**config.mk**
```make
export PLATFORM = sky130hd
export DESIGN_NAME = ak4619_tdm_rx
export DESIGN_NICKNAME = d
export VERILOG_FILES = /design/src/rtl/ak4619_pkg.sv /design/src/rtl/ak4619_edge_sync.sv /design/src/rtl/ak4619_tdm_rx.sv
export SDC_FILE = /design/constraint.sdc
export NUM_CORES = 1
export LEC_CHECK = 0
export CORE_ASPECT_RATIO = 1.4
export CORE_MARGIN = 4
export CORE_UTILIZATION = 35
export DETAILED_ROUTE_END_ITERATION = 16
export GPL_ROUTABILITY_DRIVEN = 0
export PLACE_DENSITY_LB_ADDON = 0.2
export REMOVE_ABC_BUFFERS = 1
export SKIP_LAST_GASP = 1
export SLEW_MARGIN = 20
export SYNTH_ARGS = -nofsm -noshare
export SYNTH_HDL_FRONTEND = slang
export SYNTH_SLANG_ARGS = --single-unit
export TNS_END_PERCENT = 100
```
**constraint.sdc**
```tcl
create_clock -name clk -period 5.1 [get_ports clk]
set_input_delay 1.02 -clock clk [delete_from_list [all_inputs] [get_ports clk]]
set_output_delay 1.02 -clock clk [all_outputs]
set_load 0.1 [all_outputs]
```
**src/rtl/ak4619_pkg.sv**
```systemverilog
// Shared AK4619 codec interface definitions.
// Used by both the TDM receive and transmit paths.
package ak4619_pkg;

   localparam int AK_W           = 16;
   localparam int AK_N_CH        = 4;
   localparam int AK_FRAME_BICKS = AK_W * AK_N_CH;
   localparam int AK_CNT_W       = $clog2(AK_FRAME_BICKS);

   typedef enum logic {
      SEEK = 1'b0,
      RUN  = 1'b1
   } rx_state_t;

endpackage

```
**src/rtl/ak4619_edge_sync.sv**
```systemverilog
// Two-flop synchronizer with rising-edge detect.
// rise is high for one clk after the input goes 0->1.
module ak4619_edge_sync (
   input  logic clk,
   input  logic rst_n,
   input  logic sig,
   output logic rise
);

   logic q;
   logic q2;

   always_ff @(posedge clk or negedge rst_n) begin
      if (!rst_n) begin
         q  <= 1'b0;
         q2 <= 1'b0;
      end else begin
         q  <= sig;
         q2 <= q;
      end
   end

   assign rise = q & ~q2;

endmodule

```
**src/rtl/ak4619_tdm_rx.sv**
```systemverilog
// AK4619 ADC TDM deserializer: N_CH slots of W bits per lrck frame,
// published together with a one-cycle strobe.
module ak4619_tdm_rx
   import ak4619_pkg::*;
#(
   parameter int W           = AK_W,
   parameter int N_CH        = AK_N_CH,
   parameter int FRAME_BICKS = AK_FRAME_BICKS
) (
   input  logic                clk,
   input  logic                rst_n,
   input  logic                bick,
   input  logic                lrck,
   input  logic                sdout1,
   output logic signed [W-1:0] sample0,
   output logic signed [W-1:0] sample1,
   output logic signed [W-1:0] sample2,
   output logic signed [W-1:0] sample3,
   output logic                sample_valid,
   output logic                frame_err,
   output logic                locked
);

   localparam int CW = $clog2(FRAME_BICKS);
   localparam int SW = $clog2(W);

   logic             bick_rise;
   logic             lrck_rise;
   logic             sdout1_q;
   rx_state_t        state;
   logic [CW-1:0]    cnt;
   logic             wrapped;
   logic [W-1:0]     shreg;
   logic [W-1:0]     sh_nx;
   logic [W-1:0]     sh_first;
   logic [W-1:0]     hold [N_CH-1];
   logic [CW-SW-1:0] slot;
   logic             slot_end;
   logic             last;

   ak4619_edge_sync u_bick (
      .clk  (clk),
      .rst_n(rst_n),
      .sig  (bick),
      .rise (bick_rise)
   );

   ak4619_edge_sync u_lrck (
      .clk  (clk),
      .rst_n(rst_n),
      .sig  (lrck),
      .rise (lrck_rise)
   );

   // Data is registered once so it lines up with bick_q.
   always_ff @(posedge clk or negedge rst_n) begin
      if (!rst_n) sdout1_q <= 1'b0;
      else        sdout1_q <= sdout1;
   end

   assign sh_nx    = {shreg[W-2:0], sdout1_q};
   assign sh_first = {{(W-1){1'b0}}, sdout1_q};
   assign slot     = cnt[CW-1:SW];
   assign slot_end = &cnt[SW-1:0];
   assign last     = &cnt;

   always_ff @(posedge clk or negedge rst_n) begin
      if (!rst_n) begin
         state        <= SEEK;
         cnt          <= '0;
         wrapped      <= 1'b0;
         shreg        <= '0;
         for (int i = 0; i < N_CH-1; i++) hold[i] <= '0;
         sample0      <= '0;
         sample1      <= '0;
         sample2      <= '0;
         sample3      <= '0;
         sample_valid <= 1'b0;
         frame_err    <= 1'b0;
         locked       <= 1'b0;
      end else begin
         sample_valid <= 1'b0;
         frame_err    <= 1'b0;
         // Frame start wins; a coincident bick is shifted as bit 0.
         if (lrck_rise) begin
            state     <= RUN;
            locked    <= 1'b1;
            frame_err <= (state == RUN) && (cnt != '0);
            wrapped   <= 1'b0;
            cnt       <= bick_rise ? CW'(1) : '0;
            shreg     <= bick_rise ? sh_first : '0;
         end else if (state == RUN && bick_rise) begin
            if (last && wrapped) begin
               frame_err <= 1'b1;
               locked    <= 1'b0;
               state     <= SEEK;
               cnt       <= '0;
            end else begin
               shreg <= sh_nx;
               cnt   <= cnt + 1'b1;
               if (slot_end && !last) hold[slot] <= sh_nx;
               if (last) begin
                  wrapped      <= 1'b1;
                  sample0      <= hold[0];
                  sample1      <= hold[1];
                  sample2      <= hold[2];
                  sample3      <= sh_nx;
                  sample_valid <= 1'b1;
               end
            end
         end
      end
   end

endmodule
```
* Word-level counts from Yosys, hierarchy flattened *
Cells that the tools add are included.
Widths: inputs -> output; s select.

word-level totals
  ROM bits = 0
  latch bits = 0
  bits of input ports = 5
  output and inout bits = 67
  RAM bits = 0
  register bits = 142
  word-level logic and storage cells = 71
  memories kept = 0

operators by class
  equal/unequal tests = 1
  $mul = 0
  multiplexer cells = 25
  add/sub/neg operators = 1
  shift operators = 0
  magnitude comparators = 2
  bitwise logic cells = 7
  div/mod/pow operators = 0
  reduce and logical (&&, ||, !) cells = 17

operators with widths
  operator             number
  $bwmux 48            1
  $mux 15              3
  $demux 16 s2         1
  $mux 6               3
  $mux 1               16
  $mux 16              1
  $reduce_and 9->1     1
  $reduce_and 4->1     2
  $add 6x1->6 const B  1
  $reduce_and 6->1     1
  $reduce_bool 2->1    3
  $reduce_bool 6->1    1
  $logic_and 1x1->1    5
  $not 1->1            4
  $reduce_and 2->1     2
  $ge 3x3->1 const B   1
  $lt 3x1->1 const B   1
  $not 2->3            1
  $reduce_and 3->1     1
  $and 1x1->1          2
  $ne 2x2->1 const B   1
  $logic_not 1->1      1

* Depth between registers and ports, before layout *
Gate-level depths: netlist (run 1).

  depth after elaboration = 6
  depth in mapped cells = 7
  mapped depth without buffers = 4

* Modules after synthesis *
From an unflattened synthesis (run 1), not the netlist that was laid out.

unflattened totals
  cell total of the unflattened synthesis = 352
  area total of the unflattened synthesis = 5549.1 sq um

modules (own cells, without submodules)
  module            instances  cells an instance  area each (sq um)
  ak4619_tdm_rx     1          346                5421.4
  ak4619_edge_sync  2          3                  63.8

* Worst setup path after synthesis (run 1) *
OpenSTA, ideal clock, no wires.

  path kind = register to register
  from = reg state
  to = reg sample3[10]
  data required time = 4.975 ns
  path slack = 2.672 ns
  path buffers = 2
  arrival time = 2.303 ns
  cell stages (with the launch flop) = 6
  path through = dfrtp_1 -> nand3b_4 -> nor4_1 -> buf_2 -> buf_2 -> mux2_2

between the ends
  longest elaborated chain between the ends = 2

ends and longest elaborated chain
  what                        line                  source
  start: declaration          ak4619_tdm_rx.sv:30   rx_state_t state;
  start signal: assignment    ak4619_tdm_rx.sv:69   state <= SEEK;
  start signal: assignment    ak4619_tdm_rx.sv:86   state <= RUN;
  start signal: assignment    ak4619_tdm_rx.sv:96   state <= SEEK;
  $logic_and 1x1->1           ak4619_tdm_rx.sv:92   end else if (state == RUN && bick_rise) begin
  $reduce_and 9->1 (no line)  -
  end signal: assignment      ak4619_tdm_rx.sv:107  sample3 <= sh_nx;
  end: declaration            ak4619_tdm_rx.sv:18   output logic signed [W-1:0] sample3,

Every way passes these cells.
A chain may end at the register's enable or synchronous reset.

==> results.json, run 1 <==
{
  "result_of_the_run": "finished, final reports clean",
  "post_cts.resized_instances": 0,
  "synth-seq-cells": 142,
  "min_path_type": "reg2reg",
  "cp-endpoint": "locked",
  "worst_ir_drop_vdd_mv": 0.1472,
  "worst_setup_hold_path_clk_slew_ps": 60,
  "fin_area_um2": 7022,
  "required_ps": 4080,
  "power_density_nw_per_um2": 344.0,
  "ioPinCount": 72,
  "number_of_rows_in_the_core_area": 54,
  "yosys-top-cells-area": "sky130_fd_sc_hd__dfrtp_1 64%, sky130_fd_sc_hd__mux2_2 21%, sky130_fd_sc_hd__mux2_4 2.7%",
  "totalWireLength_mm": 10.63,
  "critPathLaunchType": "register",
  "cts_buffers": 17,
  "critical_path.max_stage_delay_ps": 1190,
  "cts_hold_buffers": 0,
  "worst-endpoint-arrival_ps": 2090,
  "multiInputGateArea_um2": 1898,
  "total_power_consumption_of_the_routed_design_mw": 2.415,
  "grt_max_degree": 110,
  "route.met2.wl_mm": 5.490,
  "dieHeight_um": 157.2,
  "worst_skew_pair.late_latency_ps": 410,
  "final_period_minus_worst_setup_slack_ps": 3111,
  "synth_area_per_cell_um2": 15.62,
  "detailed_place.area_um2": 6444,
  "start_util_pct": 35.63,
  "maxUsedRoutingLayer": "met4",
  "critical_path.startpoint": "state",
  "design.core.area_um2": 15610,
  "achievable-frequency_ghz": 0.3214,
  "final_max_slew_viol_count": 0,
  "area.sequential_um2": 3553,
  "crit-reg2reg-capture": "hold[19]",
  "r2r-start": "cnt[0]",
  "grt-ovfl-total": 0,
  "netlist_area_um2": 5562,
  "hpwlAfterDp_mm": 6.661,
  "synthesized_area_fraction_occupied_by_xor_and_xnor_cells_pct": 0.1575,
  "drt_pass1_iterations": 4,
  "synth_top_family_by_area": "multiplexers",
  "drt-vias-per-instance": 4.851,
  "yosys_warnings": 0,
  "clock-root-buffer": "sky130_fd_sc_hd__clkbuf_16",
  "number_of_nets_still_failing_antenna_checks_after_routing": 0,
  "first_iter_violations": 99,
  "initial_antenna_violation_count": 0,
  "critical_path_peak_fanout": 6,
  "drcViolationCount": 0,
  "cp_slowest_cell": "sky130_fd_sc_hd__clkdlybuf4s50_1",
  "setup-violations-final": 0,
  "layout_worst_path_cycle_share_pct": 61.00,
  "post_synthesis_share_of_cell_area_spent_on_and_or_nand_and_nor_gates_pct": 5.332,
  "ws_path_type": "reg2out",
  "placed_cells_incl_taps": 608,
  "grt_first_pass_wirelength_mm": 17.59,
  "setup_buffers_after_cts": 0,
  "synthArstFlopShare_pct": 100.0,
  "netlist.area_leader.share_pct": 63.89,
  "synth_cell_type_count": 39,
  "netlist.top_cell.by_area": "sky130_fd_sc_hd__dfrtp_1",
  "ff2ff_setup_slack_ps": 2670,
  "critical_path_cell_count": 1,
  "syn-instance-count": 356,
  "clockBufferDepth": 2,
  "cts.htree.levels": 4,
  "fillers": 1423,
  "synth-edff-count": 0,
  "worst-r2r-cell-count": 5,
  "synthMuxAreaShare_pct": 26.05,
  "global_route.usage.total_pct": 12.76,
  "maxSlewHeadroom_pct": 33.71,
  "worstSetupEndpointType": "primary output",
  "ys_seq_area_share_pct": 63.89,
  "routed-wl-met3_um": 431,
  "ys_top_cells_by_count": "142 x sky130_fd_sc_hd__dfrtp_1, 102 x sky130_fd_sc_hd__mux2_2, 21 x sky130_fd_sc_hd__nand2_1",
  "dominantRegCellSynth": "sky130_fd_sc_hd__dfrtp_1",
  "die_w_um": 114.5,
  "clock-sinks": 142,
  "yosys.area_share.adder_pct": 0.4499,
  "crit_chain": "clkdlybuf4s50_1",
  "report.final.hold_viol_count": 0,
  "clock_skew_ps": 9.254,
  "most_numerous_cell_in_the_yosys_netlist": "sky130_fd_sc_hd__dfrtp_1",
  "worstPathBufferInverterCount": 1,
  "hold_ws_ps": 395.6,
  "timing.critical_path.max_delay_family": "buffers and inverters",
  "leak_pwr_nw": 3.381,
  "layout.nets": 438,
  "rsz0062_at_grt": "false",
  "final_cells": 638,
  "portBuffers": 71,
  "via_count_of_the_first_global_routing_pass": 3226,
  "wl_met1_mm": 4.542,
  "design.die.area_um2": 18000,
  "wl_per_cell_um": 16.66,
  "synth_compound_area_share_pct": 1.777,
  "share_of_post_route_cells_with_drive_strength_above_1_pct": 34.84,
  "cts_tree": "done",
  "syn2layout_area_growth_pct": 26.25,
  "via_count_of_the_routed_design": 3095,
  "max_slew.worst_pin.slew_ps": 991.3,
  "max_cap_violations": 0,
  "antenna_cells": 0
}
[power breakdown]
part	internal (mW)	leakage (nW)	switching (mW)
combinational	0.0210	1.14	0.0498
clock	0.750	0.279	0.440
sequential	1.14	1.96	0.0156
[through the flow]
| stage | setup WS [ps] | util, % | setup TNS [ps] |
|---|---|---|---|
| global route | 1937 | 44.99 | 0 |
| global placement | 2454 | 41.29 | 0 |
| CTS | 1984 | 44.91 | 0 |
| detailed placement | 2446 | 41.29 | 0 |
| floorplan | -3299 | - | -214160 |
| finish | 1989 | 44.99 | 0 |
[routing by layer]
metal	vias to the layer above	global-route usage (%)
met1	1604	15.74
met2	60	20.87
met3	16	3.808
li1	1415	-
met5	-	0
met4	0	5.263
[sequential cells by signal, indices dropped and copies added, names as in the netlist, 6 cells and up]
name,cells
sample3,16
cnt,6
sample2,16
hold,48
shreg,15
sample1,16
sample0,16
[final cells by class]
class	instances	area share [%]
well taps	196	3.493
flip-flops and latches	142	50.61
multi-input cells	192	27.03
clock buffers	23	6.807
repair buffers	76	10.71
clock inverters	7	1.247
inverters	2	0.1069
[kinds of logic (layout without fill, tap and decap cells)]
kind of cell / Yosys count / count (layout)
adder cells (fa/ha/maj): 2 / 2
AND/OR/NAND/NOR: 49 / 49
flip-flops: 142 / 142
AO/OA/AOI/OAI: 13 / 13
multiplexers: 127 / 127
buffers and inverters: 22 / 108
XOR/XNOR: 1 / 1
[layout by cell type (no fill, tap or decap), drive strengths merged, types with 3 or more instances in the layout]
cell type,synthesis,final
clkinv,0,4
nand2b,3,3
nand2,21,21
clkbuf,4,24
buf,16,5
nor4,4,4
dfrtp,142,142
nor2,4,4
mux2,112,112
clkdlybuf4s50,0,70
mux2i,15,15
nand3,6,6
[worst min-delay path by stage]
| stage | from | slack [ps] | to | cells after the start |
|---|---|---|---|---|
| 6_report | u_lrck.q | 400 | u_lrck.q2 | 0 |
| 5_1_grt | u_lrck.q | 420 | u_lrck.q2 | 0 |
| 4_1_cts | u_lrck.q | 400 | u_lrck.q2 | 0 |
| 3_5_place_dp | u_lrck.q | 390 | u_lrck.q2 | 0 |
| 3_3_place_gp | u_lrck.q | 380 | u_lrck.q2 | 0 |
| 2_1_floorplan | u_lrck.q | 370 | u_lrck.q2 | 0 |
Power figures use the tool's default switching activity.
==> run 2, diff against run 1 <==
==> constraint.sdc (replaced) <==
create_clock -name clk -period 3.1 [get_ports clk]
set_input_delay 0.62 -clock clk [delete_from_list [all_inputs] [get_ports clk]]
set_output_delay 0.62 -clock clk [all_outputs]
set_load 0.1 [all_outputs]
==> results.json, run 2 (synthesized netlist as in run 1, its figures left out) <==
{
  "setup-violations-final": 0,
  "post-place-ws_ps": 792.0,
  "layout_worst_path_cycle_share_pct": 74.38,
  "grt_first_pass_wirelength_mm": 18.07,
  "design.die.area_um2": 18000,
  "totalWireLength_mm": 10.73,
  "grt_max_degree": 60,
  "number_of_rows_in_the_core_area": 54,
  "critical_path.startpoint": "cnt[0]",
  "layout.nets": 442,
  "report.final.hold_viol_count": 0,
  "ff2ff_setup_slack_ps": 790,
  "final_period_minus_worst_setup_slack_ps": 2306,
  "hpwlAfterDp_mm": 6.945,
  "achievable-frequency_ghz": 0.4337,
  "number_of_nets_still_failing_antenna_checks_after_routing": 0,
  "worst_ir_drop_vdd_mv": 0.3070,
  "maxSlewHeadroom_pct": 46.60,
  "final_common_cell": "sky130_fd_sc_hd__dfrtp_1",
  "result_of_the_run": "finished, final reports clean",
  "cts_buffers": 17,
  "crit-reg2reg-capture": "sample2[1]",
  "setup_buffers_after_cts": 0,
  "min_path_type": "in2async",
  "largest_register_ffs": 48,
  "antenna_cells": 0,
  "ws_path_type": "reg2reg",
  "post_cts.resized_instances": 0,
  "mostFrequentLayoutCells": "142 x sky130_fd_sc_hd__dfrtp_1, 102 x sky130_fd_sc_hd__mux2_2, 74 x sky130_fd_sc_hd__buf_4",
  "critPathLaunchType": "register",
  "worst_skew_pair.late_latency_ps": 410,
  "r2r-start": "cnt[0]",
  "critical_path_peak_fanout": 34,
  "first_iter_violations": 89,
  "cts_tree": "done",
  "cts_hold_buffers": 0,
  "worst-endpoint-arrival_ps": 2590,
  "power_density_nw_per_um2": 586.8,
  "max_cap_violations": 0,
  "total_power_consumption_of_the_routed_design_mw": 4.068,
  "grt-ovfl-total": 0,
  "clockBufferDepth": 2,
  "max_slew.worst_pin.slew_ps": 801.1,
  "start_util_pct": 35.63,
  "final_tns_setup_ps": 0,
  "leak_pwr_nw": 3.549,
  "worst_slack_ps": 794.4,
  "drt-vias-per-instance": 4.832,
  "clock-root-buffer": "sky130_fd_sc_hd__clkbuf_16",
  "initial_antenna_violation_count": 0,
  "cts.htree.levels": 4,
  "via_count_of_the_routed_design": 3112,
  "syn2layout_area_growth_pct": 24.66,
  "clock-sinks": 142,
  "worst-r2r-cell-count": 5,
  "via_count_of_the_first_global_routing_pass": 3413,
  "portBuffers": 71,
  "fillers": 1428,
  "wl_per_cell_um": 16.66,
  "cp-endpoint": "sample2[1]",
  "multiInputGateArea_um2": 1888,
  "clock_skew_ps": 12.30,
  "worst_setup_hold_path_clk_slew_ps": 60,
  "ioPinCount": 72,
  "required_ps": 3390,
  "design.core.area_um2": 15610,
  "worstSetupEndpointType": "register",
  "drcViolationCount": 0,
  "die_w_um": 114.5,
  "final_max_slew_viol_count": 0,
  "area.sequential_um2": 3553,
  "global_route.usage.total_pct": 12.95,
  "finish.utilization_pct": 44.42,
  "share_of_post_route_cells_with_drive_strength_above_1_pct": 50.45,
  "drt_pass1_iterations": 4,
  "regMostFlops": "hold",
  "rsz0062_at_grt": "false",
  "dieHeight_um": 157.2
}
==> run 2: changes by cell type in the layout (fill, tap and decap cells not counted), moves of 2 or more <==
cell,before,now
sky130_fd_sc_hd__buf_12,0,2
sky130_fd_sc_hd__buf_4,5,74
sky130_fd_sc_hd__clkbuf_8,4,2
sky130_fd_sc_hd__clkdlybuf4s50_1,70,3
sky130_fd_sc_hd__clkinv_4,0,2
==> run 2: critical path, stage by stage, from the launching register on <==
cell and delay [ps]:
sky130_fd_sc_hd__dfrtp_1 420, sky130_fd_sc_hd__ha_1 220, sky130_fd_sc_hd__nand3_2 270, sky130_fd_sc_hd__nor4_2 610
sky130_fd_sc_hd__buf_12 290, sky130_fd_sc_hd__mux2_2 360
==> run 2: layout make-up <==
class,count,share of cell area (%)
Multi-Input combinational cell,192,27.23
Clock buffer,22,6.696
Clock inverter,10,1.985
Inverter,2,0.1083
Tap cell,196,3.537
Sequential cell,142,51.25
Timing Repair Buffer,80,9.186
==> run 2: metal layers <==
layer	share of wire, %	wire length (um)	track usage, %
met1	43	4575	16.20
met2	53	5712	21.59
met3	3.0	327	3.423
met4	1.0	112	4.584
met5	0	0	0
==> run 2: power breakdown <==
| group | switching (mW) | total [mW] | leakage (nW) | internal (mW) |
|---|---|---|---|---|
| sequential | 0.0249 | 1.90 | 1.96 | 1.87 |
| clock | 0.746 | 2.05 | 0.290 | 1.31 |
| combinational | 0.0814 | 0.117 | 1.30 | 0.0357 |
| total | 0.852 | 4.07 | 3.55 | 3.22 |
==> run 2: how the worst min path moves through the flow <==
stage / startpoint / end / slack [ps]
5_1_grt: rst_n / sample1[5] / 190
2_1_floorplan: rst_n / cnt[0] / 320
4_1_cts: rst_n / sample3[5] / 180
6_report: rst_n / sample3[5] / 160
3_3_place_gp: u_lrck.q / u_lrck.q2 / 380
3_5_place_dp: u_lrck.q / u_lrck.q2 / 400
==> run 2: metrics by stage <==
step,hold WS (ps),cell area (um2),std cells
6_report,164.8,6933,644
2_1_floorplan,324.4,5439,336
5_1_grt,194.4,6933,644
3_3_place_gp,384.4,6331,612
4_1_cts,184.0,6933,644
3_5_place_dp,402.8,6331,612
